[config.mk]
export PLATFORM = sky130hd
export DESIGN_NAME = column_scan_scheduler
export DESIGN_NICKNAME = d
export VERILOG_FILES = /design/src/rtl/column_scan_scheduler.sv
export SDC_FILE = /design/constraint.sdc
export NUM_CORES = 1
export LEC_CHECK = 0
export BUFFER_PORTS_ARGS = -buffer_cell sky130_fd_sc_hd__buf_4
export CAP_MARGIN = 5
export CORE_MARGIN = 5
export CORE_UTILIZATION = 56
export CTS_CLUSTER_SIZE = 10
export DETAILED_ROUTE_END_ITERATION = 7
export PLACE_DENSITY_LB_ADDON = 0.05
export SYNTH_ARGS = -nofsm -noshare
export SYNTH_HDL_FRONTEND = slang
export SYNTH_SLANG_ARGS = --single-unit
[constraint.sdc]
create_clock -name clk -period 2.5 [get_ports clk]
set_clock_uncertainty 0.1 [all_clocks]
set_input_delay 0 -clock clk [delete_from_list [all_inputs] [get_ports clk]]
set_output_delay 0 -clock clk [all_outputs]
set_load 0.005 [all_outputs]
[src/rtl/column_scan_scheduler.sv]
// -----------------------------------------------------------------------------
// column_scan_scheduler
//
// Frame sequencer for the LED-matrix column driver. For every column (outer
// loop) and every BCM bit-plane (inner loop) it:
//   1. asks the row shifter for the plane data (load_req/load_ack handshake),
//   2. holds the matrix blanked for BLANK_TICKS cycles (ghosting guard),
//   3. on the first plane of a column only, shifts the column_select chain one
//      step (select_next, with extra_bit injecting the token at column 0) and
//      waits for the chain to report ready again,
//   4. un-blanks the matrix for BASE_TICKS << plane_idx cycles.
//
// Ports
//   clk, rst_n   : clock, asynchronous active-low reset
//   frame_start  : 1-cycle pulse, starts a frame (ignored while busy)
//   col_ready    : column_select idle / accepts select_next
//   select_next  : 1-cycle pulse, shift column chain
//   extra_bit    : token bit, only meaningful together with select_next
//   load_req     : request row data for (column_idx, plane_idx), held to ack
//   load_ack     : row data latched
//   blank        : 1 = matrix outputs disabled
//   column_idx   : current column
//   plane_idx    : current bit-plane
//   busy         : frame in progress
//   frame_done   : 1-cycle pulse after the last plane of the last column
//
// Build option
//   COLUMN_SCAN_AUTORESTART_EN : when defined the next frame starts right after
//   frame_done without waiting for frame_start (busy stays high). Default build
//   returns to idle and waits for frame_start.
//
// All outputs are registered; the output process computes the value each
// output takes in the state being entered, so blank is low exactly while the
// FSM sits in ON.
// -----------------------------------------------------------------------------
module column_scan_scheduler #(
  parameter int COLUMN_NUMBER = 3,
  parameter int BCM_BITS      = 4,
  parameter int BASE_TICKS    = 16,
  parameter int BLANK_TICKS   = 4,
  localparam int CW = (COLUMN_NUMBER > 1) ? $clog2(COLUMN_NUMBER) : 1,
  localparam int PW = (BCM_BITS > 1) ? $clog2(BCM_BITS) : 1
) (
  input  logic          clk,
  input  logic          rst_n,
  input  logic          frame_start,
  input  logic          col_ready,
  output logic          select_next,
  output logic          extra_bit,
  output logic          load_req,
  input  logic          load_ack,
  output logic          blank,
  output logic [CW-1:0] column_idx,
  output logic [PW-1:0] plane_idx,
  output logic          busy,
  output logic          frame_done
);

  // Longest on-time belongs to the top plane; one extra bit keeps the
  // shifted constant and the terminal count from wrapping.
  localparam int MAX_ON = BASE_TICKS << (BCM_BITS - 1);
  localparam int TW     = $clog2((MAX_ON > BLANK_TICKS) ? MAX_ON : BLANK_TICKS) + 1;

  typedef enum logic [2:0] {
    IDLE   = 3'd0,
    LOAD   = 3'd1,
    BLANK  = 3'd2,
    SELECT = 3'd3,
    SETTLE = 3'd4,
    ON     = 3'd5,
    ADV    = 3'd6
  } state_t;

  state_t          state, state_n;
  logic [TW-1:0]   tick, tick_n;
  logic [TW-1:0]   on_last;
  logic [CW-1:0]   col_n;
  logic [PW-1:0]   plane_n;
  logic            last_col, last_plane;

  logic            blank_n, load_req_n, sel_n, extra_n, busy_n, done_n;

  assign last_col   = (column_idx == CW'(COLUMN_NUMBER - 1));
  assign last_plane = (plane_idx  == PW'(BCM_BITS - 1));
  // Terminal count of the ON window for the current plane.
  assign on_last    = (TW'(BASE_TICKS) << plane_idx) - TW'(1);

  // ---------------------------------------------------------------------------
  // State and output registers
  // ---------------------------------------------------------------------------
  always_ff @(posedge clk or negedge rst_n) begin
    if (!rst_n) begin
      state       <= IDLE;
      tick        <= '0;
      column_idx  <= '0;
      plane_idx   <= '0;
      blank       <= 1'b1;
      load_req    <= 1'b0;
      select_next <= 1'b0;
      extra_bit   <= 1'b0;
      busy        <= 1'b0;
      frame_done  <= 1'b0;
    end else begin
      state       <= state_n;
      tick        <= tick_n;
      column_idx  <= col_n;
      plane_idx   <= plane_n;
      blank       <= blank_n;
      load_req    <= load_req_n;
      select_next <= sel_n;
      extra_bit   <= extra_n;
      busy        <= busy_n;
      frame_done  <= done_n;
    end
  end

  // ---------------------------------------------------------------------------
  // Next-state, index and tick counter logic
  // ---------------------------------------------------------------------------
  always_comb begin
    state_n = state;
    col_n   = column_idx;
    plane_n = plane_idx;

    unique case (state)
      IDLE: begin
        if (frame_start) begin
          state_n = LOAD;
          col_n   = '0;
          plane_n = '0;
        end
      end

      LOAD: begin
        if (load_ack) state_n = BLANK;
      end

      BLANK: begin
        // The chain only moves on the first plane of a column.
        if (tick == TW'(BLANK_TICKS - 1))
          state_n = (plane_idx == '0) ? SELECT : ON;
      end

      SELECT: begin
        if (col_ready) state_n = SETTLE;
      end

      SETTLE: begin
        // select_next is high only in the first SETTLE cycle; column_select
        // may still show the stale ready there, so that cycle is skipped.
        if (!select_next && col_ready) state_n = ON;
      end

      ON: begin
        if (tick == on_last) state_n = ADV;
      end

      ADV: begin
        if (!last_plane) begin
          plane_n = plane_idx + PW'(1);
          state_n = LOAD;
        end else begin
          plane_n = '0;
          if (!last_col) begin
            col_n   = column_idx + CW'(1);
            state_n = LOAD;
          end else begin
            col_n   = '0;
`ifdef COLUMN_SCAN_AUTORESTART_EN
            state_n = LOAD;
`else
            state_n = IDLE;
`endif
          end
        end
      end

      default: state_n = IDLE;
    endcase

    // Counter restarts on every state change and only runs in the timed
    // states, so it cannot creep while stalled on a handshake.
    if (state_n != state)
      tick_n = '0;
    else if (state == BLANK || state == ON)
      tick_n = tick + TW'(1);
    else
      tick_n = tick;
  end

  // ---------------------------------------------------------------------------
  // Output logic (values for the next cycle, registered above)
  // ---------------------------------------------------------------------------
  always_comb begin
    blank_n    = (state_n != ON);
    load_req_n = (state_n == LOAD);
    busy_n     = (state_n != IDLE);
    sel_n      = (state == SELECT) && col_ready;
    extra_n    = (state == SELECT) && col_ready && (column_idx == '0);
    done_n     = (state == ADV) && last_plane && last_col;
  end

endmodule
==> results.txt <==
Status: finished clean
Slowest stage cell on the critical path: dfrtp_1
P_sw: 0.000546 W
Endpoints failing hold: 0
Synth cell types: 39
Crit path DAT: 2380 ps
First DRT Iteration DRCs: 29
First-pass GRT wire length: 4520 um
Mapped Avg Cell Area: 9.03 um2
Cts bufs inserted: 3
Antenna cell count: 0
Layout cells sized above 1: 14.8%
Total Negative Setup Slacks: 0 ps
Vias: 1,061
Total GRT Usage: 17.5%
GRT overflow: 0
CTS root buf: clkbuf_4
Power per cell area: 915 nW/um2
Dpl hpwl: 1900 um
Initial antenna violation count: 0
Count leader, synth: dfrtp_1
DRC viols: 0
Routability cong.: 0.860
DR WL/cell: 14.5 um
CP bufs+invs: 0
Die X: 56.7 um
Area of the core: 2020 um2
Final Max Tran Viols: 0
Setup-failing EPs final: 0
CTS resizes: 0
Post-route antenna net violation count: 0
Die H: 56.7 um
Largest cells by area after synthesis: dfrtp_1 (41%), nor2_1 (5.2%), ha_1 (5.1%)
CP max stage delay: 480 ps
Period Utilization, post-route: 91.7%
Mapped Cells: 135
Port bufs: 14
FF+latch count, synth: 21
Kind of cell adding the most delay to the critical path: compound AO/OA/AOI/OAI gates
Mapped Nets: 145
Post-synth ARST share: 100%
Commonest cells in the netlist: dfrtp_1 (20), nor2_1 (17), o21ai_0 (10)
Post-synth top flop: dfrtp_1
Fmax: 436 MHz
Slew headroom: 67.0%
H-tree depth: 1
Crit. End Element: flip-flop
VDD IR max: 0.518 mV
Vias in the first global route: 1,066
Critical Path RT: 2590 ps
Internal: 0.000746 W
Area leader, netlist: dfrtp_1
Core Rows: 16
Nets@finish: 166
Starting density of the core: 60.3%
Register area share after synthesis: 43.2%
Least-Margin Pin Slew: 494 ps
Reg clk slew, reported paths: 110 ps
Vias per Instance: 5.83
Die Area: 3210 um2
Combinational share of power: 47.6%
RSZ-0062 raised after global routing: no
Final Critical Period: 2290 ps
Startpoint Class: flip-flop
Share of power burned in the clock network: 12.5%
Hold Crit Class: input pin to async pin
Fin Hold WS: 10.7 ps
Drt total wl: 2640 um
Post-DP Area: 1360 um2
CTS Sinks: 21
Largest net degree at the start of global routing: 22
Number of synthesized flops with an enable pin: 0
Mapped Area: 1220 um2
Sequential Power Share: 39.8%
Drt pass-1 iters: 4
Synth warnings: 0
Top-area cell type share of the netlist area: 41.1%
Clk buf depth: 2
Ports: 15
CTS tree: yes
Sw frac: 42.2%
Leak pwr: 0.643 nW
# fillers: 154
Final Instance Area: 1410 um2
Critical Path Fanout Max: 8
Crit path kind: flip-flop to flip-flop
Maxcap violations: 0
CP cell instances: ha_1, xor2_1, or3_1, a211oi_1, a211o_1, nor2_1
P&R area growth vs syn: 15.8%
Clk_lat worst skew: 300 ps
## power by group through the flow
stage,logic [W],registers [W],clock network [W]
3_3_place_gp,0.000589,0.000515,0
4_1_cts,0.000613,0.000513,0.000165
6_report,0.000615,0.000515,0.000162
3_5_place_dp,0.000607,0.000519,0
2_1_floorplan,0.000432,0.000479,0
5_1_grt,0.000687,0.000526,0.000178
## what timing repair did
item / in CTS / in global routing
hold endpoints to repair: 24 / 0
hold buffers: 3 / 0
setup buffers: 0 / 0
## metrics by stage
stage               cells  total power (W)  setup slack [ps]  utilization (%)
CTS                   182          0.00129               211             69.8
finish                182          0.00129               207             69.8
detailed placement    175          0.00113               212             67.0
global route          182          0.00139              63.1             69.8
floorplan             135         0.000911               487                -
global placement      175          0.00110               361             67.0
## cell usage in the layout, fill, tap and decap left out, types with 2 or more instances in the layout
cell type,Yosys,final
buf_4,0,17
nor2b_1,4,4
inv_1,7,7
ha_1,5,5
or3b_1,2,2
nor3_1,3,3
xor2_1,7,7
a211oi_1,2,2
o22ai_1,2,2
dfrtp_1,20,20
nor2_1,17,17
nand4_1,3,3
nand3_1,7,7
clkbuf_4,0,3
a211o_1,2,2
a21oi_1,8,8
dlygate4sd3_1,0,3
or3_1,4,4
nand2b_1,3,3
o21ai_0,10,10
nand2_1,7,7
## layout make-up
cell class | instances | area (um2) | area share [%]
Multi-Input combinational cell | 103 | 641 | 45.4
Sequential cell | 21 | 527 | 37.3
Timing Repair Buffer | 20 | 158 | 11.2
Tap cell | 27 | 33.8 | 2.39
Clock buffer | 4 | 26.3 | 1.86
Inverter | 7 | 26.3 | 1.86
## state kept, by name (all words and copies together) (netlist names)
register	cells
state	3
tick	8
busy	1
plane_idx	2
column_idx	2
load_req	1
blank	1
extra_bit	1
frame_done	1
select_next	1
## cell families (layout without fill, tap and decap cells)
kind of cell | after synthesis | in the layout | share of synthesized area (%)
adders and majority gates | 5 | 5 | 5.13
xor gates and xnor gates | 8 | 8 | 5.75
buffers and inverters | 11 | 31 | 4.21
AOI/OAI and AO/OA | 31 | 31 | 15.6
muxes | 1 | 1 | 0.821
DFF | 21 | 21 | 43.2
and+or+nand+nor | 58 | 58 | 25.3
## worst register-to-register path, delay by kind of cell, from the launching register on
| kind | cells | cell delay, ps |
|---|---|---|
| flops | 1 | 480 |
| simple gates | 2 | 400 |
| xor+xnor | 1 | 160 |
| fa+ha+maj | 1 | 280 |
| compound gates | 2 | 770 |
## path summary, 6_finish.rpt
check	from	endpoint	slack, ps	depth (start not counted)
max	plane_idx[0]	tick[7]	210	6
min	rst_n	load_req	10	2
max reg2reg	plane_idx[0]	tick[7]	210	6
min reg2reg	column_idx[1]	extra_bit	420	1
max in group asynchronous	rst_n	blank	2020	2
min in group clk	load_ack	load_req	120	5
## metal layers
metal / routed length, um / up-vias / share of wire, % / GRT usage [%]
met4: 36 / 0 / 1.4 / 7.46
li1: - / 517 / - / -
met5: 0 / - / 0 / 0
met1: 1170 / 508 / 44 / 22.3
met2: 1300 / 31 / 49 / 29.2
met3: 131 / 5 / 5.0 / 2.52
Note: power is estimated with default switching activity, not from simulation.
